===== src/rtl/piezo_melody_pkg.sv =====
// Shared constants for the piezo melody sequencer:
// note table, melody ROM layout and contents.
package piezo_melody_pkg;

    localparam int NUM_NOTES = 8;
    localparam int ROM_DEPTH = 16;
    localparam int IDX_W     = $clog2(ROM_DEPTH);
    localparam int HP_W      = 12;
    localparam int TMR_W     = 24;

    localparam int REST_BIT  = 7;
    localparam int NOTE_MSB  = 6;
    localparam int NOTE_LSB  = 4;
    localparam int DUR_MSB   = 3;
    localparam int DUR_LSB   = 0;

    typedef enum logic [1:0] {
        ST_IDLE,
        ST_NOTE,
        ST_GAP
    } state_t;

    function automatic logic [HP_W-1:0] note_half_period(input logic [2:0] n);
        logic [HP_W-1:0] hp;
        case (n)
            3'd0:    hp = 12'd1911;
            3'd1:    hp = 12'd1703;
            3'd2:    hp = 12'd1517;
            3'd3:    hp = 12'd1432;
            3'd4:    hp = 12'd1276;
            3'd5:    hp = 12'd1136;
            3'd6:    hp = 12'd1012;
            default: hp = 12'd956;
        endcase
        return hp;
    endfunction

    // C4 x1, rest x2, E4 x1, end marker.
    function automatic logic [7:0] melody_rom(input logic [IDX_W-1:0] idx);
        logic [7:0] e;
        case (idx)
            4'd0:    e = 8'h01;
            4'd1:    e = 8'h82;
            4'd2:    e = 8'h21;
            default: e = 8'h00;
        endcase
        return e;
    endfunction

    // Lowest-numbered pressed button wins.
    function automatic logic [2:0] lowest_btn(input logic [NUM_NOTES-1:0] b);
        logic [2:0] n;
        n = 3'd0;
        for (int i = NUM_NOTES - 1; i >= 0; i--) begin
            if (b[i]) n = 3'(i);
        end
        return n;
    endfunction

endpackage


===== src/rtl/piezo_tone_gen.sv =====
// Square-wave generator: toggles piezo every half_period cycles,
// restarting its phase whenever the requested tone changes.
module piezo_tone_gen
    import piezo_melody_pkg::*;
(
    input  logic            clk,
    input  logic            rst,
    input  logic            en,
    input  logic [HP_W-1:0] half_period,
    output logic            piezo
);

    logic            en_q;
    logic [HP_W-1:0] hp_q;
    logic [HP_W-1:0] cnt_q, cnt_d;
    logic            piezo_q, piezo_d;
    logic            restart;

    // Next counter/output: clear when off, rephase on a new tone.
    always_comb begin
        restart = en && (!en_q || (half_period != hp_q));
        cnt_d   = cnt_q;
        piezo_d = piezo_q;
        if (!en || restart) begin
            cnt_d   = '0;
            piezo_d = 1'b0;
        end else if (cnt_q == hp_q - 1'b1) begin
            cnt_d   = '0;
            piezo_d = !piezo_q;
        end else begin
            cnt_d = cnt_q + 1'b1;
        end
    end

    // Tone request, counter and output registers.
    always_ff @(posedge clk or negedge rst) begin
        if (!rst) begin
            en_q    <= 1'b0;
            hp_q    <= '0;
            cnt_q   <= '0;
            piezo_q <= 1'b0;
        end else begin
            en_q    <= en;
            hp_q    <= half_period;
            cnt_q   <= cnt_d;
            piezo_q <= piezo_d;
        end
    end

    assign piezo = piezo_q;

endmodule


===== src/rtl/piezo_melody_ctrl.sv =====
// Melody sequencer with button override for the piezo buzzer;
// buttons pause the melody timers while they own the tone.
module piezo_melody_ctrl
    import piezo_melody_pkg::*;
#(
    parameter int TICK_UNIT  = 125000,
    parameter int GAP_CYCLES = 20000,
    parameter int LOOP       = 0
) (
    input  logic                 clk,
    input  logic                 rst,
    input  logic [NUM_NOTES-1:0] btn,
    input  logic                 play_start,
    input  logic                 play_stop,
    output logic                 piezo,
    output logic                 busy,
    output logic [IDX_W-1:0]     cur_idx,
    output logic                 manual
);

    localparam logic [TMR_W-1:0] GAP_LOAD = TMR_W'(GAP_CYCLES - 1);

    function automatic logic [TMR_W-1:0] note_load(input logic [3:0] dur);
        return TMR_W'(dur) * TMR_W'(TICK_UNIT) - TMR_W'(1);
    endfunction

    state_t            state_q, state_d;
    logic [IDX_W-1:0]  idx_q, idx_d;
    logic [TMR_W-1:0]  tmr_q, tmr_d;
    logic              busy_q, busy_d;
    logic              manual_q, manual_d;
    logic [7:0]        entry0, entry_nxt, entry_cur;
    logic              pause, at_last, restart;
    logic              tone_en_d;
    logic [HP_W-1:0]   tone_hp_d;

    // Melody state machine: note/gap timers, index advance, stop/start.
    always_comb begin
        state_d   = state_q;
        idx_d     = idx_q;
        tmr_d     = tmr_q;
        pause     = |btn;
        restart   = play_start && !play_stop;
        entry0    = melody_rom('0);
        entry_nxt = melody_rom(idx_q + 1'b1);
        at_last   = (idx_q == IDX_W'(ROM_DEPTH - 1))
                 || (entry_nxt[DUR_MSB:DUR_LSB] == '0);
        if (!play_stop && !play_start && !pause) begin
            unique case (state_q)
                ST_NOTE: begin
                    if (tmr_q == '0) begin
                        state_d = ST_GAP;
                        tmr_d   = GAP_LOAD;
                    end else begin
                        tmr_d = tmr_q - 1'b1;
                    end
                end
                ST_GAP: begin
                    if (tmr_q != '0) begin
                        tmr_d = tmr_q - 1'b1;
                    end else if (!at_last) begin
                        state_d = ST_NOTE;
                        idx_d   = idx_q + 1'b1;
                        tmr_d   = note_load(entry_nxt[DUR_MSB:DUR_LSB]);
                    end else if (LOOP != 0) begin
                        restart = 1'b1;
                    end else begin
                        state_d = ST_IDLE;
                    end
                end
                default: ;
            endcase
        end
        if (restart) begin
            idx_d = '0;
            if (entry0[DUR_MSB:DUR_LSB] != '0) begin
                state_d = ST_NOTE;
                tmr_d   = note_load(entry0[DUR_MSB:DUR_LSB]);
            end else begin
                state_d = ST_IDLE;
                tmr_d   = '0;
            end
        end
        if (play_stop) begin
            state_d = ST_IDLE;
            tmr_d   = '0;
        end
        busy_d = (state_d != ST_IDLE);
    end

    // Tone request: a pressed button overrides the melody note.
    always_comb begin
        entry_cur = melody_rom(idx_d);
        manual_d  = |btn;
        if (manual_d) begin
            tone_en_d = 1'b1;
            tone_hp_d = note_half_period(lowest_btn(btn));
        end else begin
            tone_en_d = (state_d == ST_NOTE) && !entry_cur[REST_BIT];
            tone_hp_d = note_half_period(entry_cur[NOTE_MSB:NOTE_LSB]);
        end
    end

    // State, timer and registered status outputs.
    always_ff @(posedge clk or negedge rst) begin
        if (!rst) begin
            state_q  <= ST_IDLE;
            idx_q    <= '0;
            tmr_q    <= '0;
            busy_q   <= 1'b0;
            manual_q <= 1'b0;
        end else begin
            state_q  <= state_d;
            idx_q    <= idx_d;
            tmr_q    <= tmr_d;
            busy_q   <= busy_d;
            manual_q <= manual_d;
        end
    end

    piezo_tone_gen u_tone (
        .clk         (clk),
        .rst         (rst),
        .en          (tone_en_d),
        .half_period (tone_hp_d),
        .piezo       (piezo)
    );

    assign busy    = busy_q;
    assign cur_idx = idx_q;
    assign manual  = manual_q;

endmodule


===== config.mk =====
export PLATFORM = sky130hd
export DESIGN_NAME = piezo_melody_ctrl
export DESIGN_NICKNAME = d
export VERILOG_FILES = /design/src/rtl/piezo_melody_pkg.sv /design/src/rtl/piezo_tone_gen.sv /design/src/rtl/piezo_melody_ctrl.sv
export SDC_FILE = /design/constraint.sdc
export NUM_CORES = 1
export LEC_CHECK = 0
export ABC_AREA = 1
export ABC_CLOCK_PERIOD_IN_PS = 4510
export CORE_MARGIN = 2
export CORE_UTILIZATION = 45
export DETAILED_ROUTE_END_ITERATION = 8
export DONT_BUFFER_PORTS = 1
export PLACE_DENSITY = 0.63
export SLEW_MARGIN = 20
export SYNTH_ARGS = -nofsm -noshare
export SYNTH_HDL_FRONTEND = slang
export SYNTH_SLANG_ARGS = --single-unit

===== constraint.sdc =====
create_clock -name clk -period 4.51 [get_ports clk]
set_input_delay 0.451 -clock clk [delete_from_list [all_inputs] [get_ports clk]]
set_output_delay 0.451 -clock clk [all_outputs]
set_load 0.1 [all_outputs]

==> metrics, run 1 <==
vias 3496; CTS Buffer Depth 2; status finished clean; clk sinks 57; Max stage delay on crit path 420 ps; Slew @ Worst Pin 938 ps; Mapped Avg Cell Area 7.66 um2; site row count 34; IO Port Bufs 0; CP dominant cell by count nand2_1; max-cap check violation count 0; Seq/Total Area, Yosys 34.5%; final worst slack 944 ps; hold slack 247 ps; overall routing resource usage 20.8%; setup bufs post-CTS 0; routed len/inst 14.2 um; die area 9970 um2; Max transition margin 37.5%; routability cong. 1.01; fmax 0.280 GHz; GRT overflow 0; Static Leak 2.18 nW; first drt pass iteration count 4; RSZ-0062 raised after global routing false; CTS tree built; Synth cell types 40; ratio of cells with drive above 1 in the final layout 15.2%; Worst setup EP type register; worst path cell trace buf_4 > nand3_1 > xor2_1 > nor2_1 > o21ai_0 > ha_1 > inv_1 > nand2_1 > nor2_4 > nand3_2 > nand2_1 > nand3_1 > nand4_2 > nand2_1 > nand2_1 > nand2_1 > nor2_2 > nand4_2 > nor2_2; power per cell area 280 nW/um2; crit path max fanout 12; period utilization 79.1%; initial antenna violation count 0; area fraction of the dominant cell type after synthesis 34.5%; Synth area leaders dfrtp_1, nand2_1, inv_1; VDD IR-drop max 0.158 mV; Setup WS pre-CTS 929 ps; global-route wire length before repair 16500 um; Initial Utilization 47.0%; CTS buffer count 9; routed wire length 9490 um; final slew viol count 0; Warnings, synthesis 0; CP Class register to register; clk_lat worst skew 340 ps; DRT iter0 DRCs 187; Final nets 582; flops & latches, synth 57; Top delay family on crit path simple AND/OR/NAND/NOR gates; Clk pin slew, worst setup/hold paths 70 ps; Area growth syn-to-layout 8.62%; synthesized area 4140 um2; Detailed Place HPWL 7220 um; number of flops mapped to enable cells by yosys 0; total power 1.26 mW; final hold vios 0; Post-DRT Antenna Nets 0; post-CTS sizing 0; IO Pins 19; root buffer cell clkbuf_8; HP Class input port to register; Via-to-Cell Ratio 5.23; Worst setup SP type register; Bufs and invs on worst path 2; core area 8810 um2; CP max stage cell nand4_2; skew final 15.3 ps; minimum clock period 3570 ps; Antenna Cells 0; ys flop type dfrtp_1; Die X 99.9 um; cells after synthesis 540; Final setup violation count 0; Fill cells 851; Post-synth top cells nand2_1, inv_1, dfrtp_1; vias in the first global route 3391; H-tree depth 3; die height 99.9 um; largest net degree at the start of global routing 58; critical path data arrival time 3820 ps; Post-Syn Nets 566; DR DRC count 0; Req. time, crit path 4760 ps; top-count cell post-synth nand2_1; FFs w/ async S/R, synth 100%; Final TNS setup 0 ps; post-synth top area cell dfrtp_1
## final timing paths
| path | startpoint | slack [ps] | end | cells after the start |
|---|---|---|---|---|
| max in group asynchronous | rst | 3630 | u_tone.hp_q[9] | 2 |
| worst max-delay path | cur_idx[0] | 940 | u_tone.cnt_q[3] | 19 |
| worst max register to register | cur_idx[0] | 940 | u_tone.cnt_q[3] | 19 |
| worst min-delay path | btn[0] | 250 | u_tone.hp_q[1] | 2 |
| min in group asynchronous | rst | 630 | tmr_q[9] | 2 |
| worst min register to register | u_tone.cnt_q[0] | 510 | u_tone.cnt_q[0] | 1 |
## routing by layer
metal / vias up / wire length [um] / GRT usage, %
met1: 1623 / 4690 / 29.9
met3: 11 / 478 / 3.62
met2: 75 / 4160 / 31.4
li1: 1787 / - / -
met4: 0 / 158 / 8.01
met5: - / 0 / 0
## cell type report
class	count	area, um2	area share, %
clock buffers	12	145	3.23
clock inverters	3	17.5	0.390
well taps	108	135	3.01
flip-flops and latches	57	1430	31.8
multi-input cells	397	2380	52.9
inverters	84	315	7.02
repair buffers	7	75.1	1.67
## state kept, by name, indices dropped and copies added (netlist names)
| register | count |
|---|---|
| cur_idx | 4 |
| u_tone.en_q | 1 |
| busy | 1 |
| u_tone.cnt_q | 12 |
| state_q | 2 |
| manual | 1 |
| u_tone.piezo | 1 |
| u_tone.hp_q | 11 |
| tmr_q | 24 |
## layout by cell type (no fill, tap or decap), drive strengths merged
cell         count
xor2            29
a21oi           15
a31oi            2
buf              6
nand2          101
o211ai           1
o2bb2ai          1
nor2            90
nand3           43
inv             84
dfrtp           57
ha              14
o31ai            2
dlygate4sd3      1
and2             1
clkbuf          12
or2              2
o21bai           1
a22o             1
nor3            14
a32o             4
o221ai           1
nand4           13
and3             2
clkinvlp         1
nand3b           4
clkinv           2
nor4             1
o22ai            9
o21ai           39
xnor2            7
## worst reg2reg max path, delay by kind of cell, from the launching register on
family          cells  cell delay [ps]
xor+xnor            1              170
simple gates       14             2120
compound gates      1              200
fa+ha+maj           1              270
buf+inv             2              380
flops               1              350
## what timing repair did
action / in CTS / in global routing
hold endpoints to repair: 57 / 0
endpoints found under the setup margin: 0 / 0
hold buffers: 2 / 0
## report_power, final
group | switching (mW) | internal [mW] | total, mW
clock network | 0.205 | 0.210 | 0.414
registers | 0.0276 | 0.532 | 0.559
logic | 0.189 | 0.0962 | 0.285
## through the flow
step           instances  util [%]  instance area [um2]
6_report             668      51.0                 4490
5_1_grt              668      51.0                 4490
4_1_cts              668      51.0                 4490
3_5_place_dp         651      48.7                 4290
3_3_place_gp         651      48.7                 4290
2_1_floorplan        540         -                 4140
## kinds of logic after synthesis
logic type,share of synthesized area [%]
AO/OA/AOI/OAI,10.6
flip-flops,34.5
AND/OR/NAND/NOR,35.0
XOR/XNOR,7.62
buffers and inverters,8.02
adder cells (fa/ha/maj),4.24
Note: power is estimated with default switching activity, not from simulation.
==> inputs of run 2 (changes only) <==
--- a/config.mk
+++ b/config.mk
@@ -5,13 +5,13 @@
 export SDC_FILE = /design/constraint.sdc
 export NUM_CORES = 1
 export LEC_CHECK = 0
-export ABC_AREA = 1
-export ABC_CLOCK_PERIOD_IN_PS = 4510
+export ABC_AREA = 0
+export ABC_CLOCK_PERIOD_IN_PS = 3020
 export CORE_MARGIN = 2
 export CORE_UTILIZATION = 45
 export DETAILED_ROUTE_END_ITERATION = 8
 export DONT_BUFFER_PORTS = 1
-export PLACE_DENSITY = 0.63
+export PLACE_DENSITY = 0.65
 export SLEW_MARGIN = 20
 export SYNTH_ARGS = -nofsm -noshare
 export SYNTH_HDL_FRONTEND = slang
==> constraint.sdc (replaced) <==
create_clock -name clk -period 3.02 [get_ports clk]
set_input_delay 0.302 -clock clk [delete_from_list [all_inputs] [get_ports clk]]
set_output_delay 0.302 -clock clk [all_outputs]
set_load 0.1 [all_outputs]
==> run 2 against run 1 <==
Against the previous run:
- the flow now finishes with violations (setup timing)
- fmax fell by 3.9%
- synthesized area fell by 4.3%
- largest power group unchanged
- synthesized cell count fell by 11%
- sequential cell count did not move
- clock power rose by 67%
- critical endpoint is now u_tone.cnt_q[7]
- largest cell class unchanged
==> metrics, run 2 <==
commonest non-fill, non-tap cell in the layout buf_4; Worst setup SP type register; clk_lat worst skew 330 ps; power per cell area 370 nW/um2; cells after synthesis 483; Warnings, synthesis 0; Fill cells 771; first drt pass iteration count 5; Static Leak 2.16 nW; clk sinks 57; Final setup violation count 13; Final nets 586; Max stage delay on crit path 530 ps; die height 97.8 um; Worst setup EP type register; final hold vios 0; crit path max fanout 11; Top delay family on crit path simple AND/OR/NAND/NOR gates; synthesized area 3960 um2; IO Port Bufs 0; period utilization 123%; vias in the first global route 3818; top-count cell post-synth nor2_1; final slew viol count 0; flops & latches, synth 57; max reg flops 24; largest net degree at the start of global routing 58; max-cap check violation count 0; Bufs and invs on worst path 1; HP Class input port to register; Post-Syn Nets 509; RSZ-0062 raised after global routing true; initial antenna violation count 0; CTS tree built; Core Util, Final 58.7%; die area 9560 um2; Initial Utilization 45.8%; Post-Layout Cell Count 673; Seq/Total Area, Yosys 36.0%; CTS Buffer Depth 2; most frequent cells in the layout buf_4, nor2_1, dfrtp_1; vias 3800; Post-DRT Antenna Nets 0; Post-DP Area 4740 um2; failing checks setup timing; CP max stage cell dfrtp_4; status complete, but fails checks; Clk pin slew, worst setup/hold paths 70 ps; Synth cell types 58; site row count 34; placed cells 652; Slew @ Worst Pin 934 ps; core area 8640 um2; Largest regs tmr_q (24), u_tone.cnt_q (12), u_tone.hp_q (11); Mapped Avg Cell Area 8.20 um2; CP Class register to register; root buffer cell clkbuf_8; GRT overflow 0; DRT iter0 DRCs 172; Reg with most FFs tmr_q; CTS buffer count 9; ys flop type dfrtp_1; Antenna Cells 0; total power 1.87 mW; post-route cell area 5070 um2; Post-synth top cells nor2_1, dfrtp_1, o21ai_0; worst path cell trace ha_4 > nor2_4 > a21o_1 > nand2_2 > ha_2 > a31oi_4 > and3_1 > nand4_1 > xor2_2 > nand4_4 > o31a_1 > or4b_4 > a2111o_1 > buf_12 > nor4_1; Detailed Place HPWL 7950 um; area fraction of the dominant cell type after synthesis 36.0%; DR DRC count 0; Max transition margin 37.7%; minimum clock period 3710 ps; IO Pins 19; Synth area leaders dfrtp_1, nor2_1, o21ai_0; number of flops mapped to enable cells by yosys 0; routed wire length 10600 um; Die X 97.8 um; skew final 4.89 ps; Via-to-Cell Ratio 5.65; overall routing resource usage 23.0%; Area growth syn-to-layout 28.0%; routability cong. 0.916; fmax 0.270 GHz; hold slack 41.2 ps; post-synth top area cell dfrtp_1; H-tree depth 3; final worst slack -689 ps; routed len/inst 15.7 um; ratio of cells with drive above 1 in the final layout 26.0%; VDD IR-drop max 0.264 mV; FFs w/ async S/R, synth 100%; global-route wire length before repair 18100 um; Req. time, crit path 3240 ps; critical path data arrival time 3930 ps
-- run 2: changes by cell type in the layout (fill, tap and decap cells not counted), moves of 10 or more --
cell and delta:
nor4_1 +15, buf_4 +79, nand2_1 -54, xor2_1 -16, a21oi_1 +21, xnor2_1 +10, nand2_2 -11, nand3_1 -24
o21ai_0 +11, nor2_2 -20, inv_1 -60
-- run 2: power breakdown --
group | leakage (nW) | switching, mW | internal [mW]
registers | 0.725 | 0.0284 | 0.787
logic | 1.33 | 0.200 | 0.165
clock network | 0.102 | 0.308 | 0.386
total | 2.16 | 0.536 | 1.34
-- run 2: through the flow --
| stage | setup slack (ps) | setup TNS [ps] |
|---|---|---|
| after floorplan | -824 | -9260 |
| final | -689 | -8420 |
| after CTS | -666 | -8200 |
| after detailed placement | -713 | -8880 |
| after global routing | -865 | -10820 |
| after global placement | -568 | -10050 |
-- run 2: repair_timing --
item / 4_1_cts / 5_1_grt
hold endpoints to repair: 57 / 0
hold buffers: 2 / 0
setup buffers: 2 / 1
setup endpoints to repair: 13 / 28
cloned: 0 / 0
gates resized for setup: 6 / 9
pin swaps: 2 / 2
-- run 2: kinds of logic after synthesis --
group | synth area share (%)
AOI/OAI and AO/OA | 19.2
muxes | 1.58
adders and majority gates | 4.42
buffers and inverters | 4.24
xor gates and xnor gates | 7.08
and+or+nand+nor | 27.5
DFF | 36.0
-- run 2: area by class of cell --
class	count	area, um2	area share (%)
Clock inverter	2	10.0	0.198
Multi-Input combinational cell	385	2540	50.1
Tap cell	108	135	2.67
Clock buffer	14	183	3.61
Inverter	20	75.1	1.48
Sequential cell	57	1440	28.4
Timing Repair Buffer	87	688	13.6
-- run 2: path summary, 6_finish.rpt --
check,from,endpoint,slack (ps),cells after the start
max,cur_idx[0],u_tone.cnt_q[7],-690,15
min,btn[0],u_tone.hp_q[7],40,1
max reg2reg,cur_idx[0],u_tone.cnt_q[7],-690,15
min reg2reg,tmr_q[19],tmr_q[19],510,2
max in group asynchronous,rst,cur_idx[0],2250,2
min in group asynchronous,rst,u_tone.cnt_q[6],490,2
-- run 2: layer usage --
metal | global-route usage, % | share of wire (%)
met5 | 0 | 0
met2 | 39.5 | 50
met3 | 2.58 | 2.7
met4 | 8.01 | 1.4
met1 | 30.4 | 46
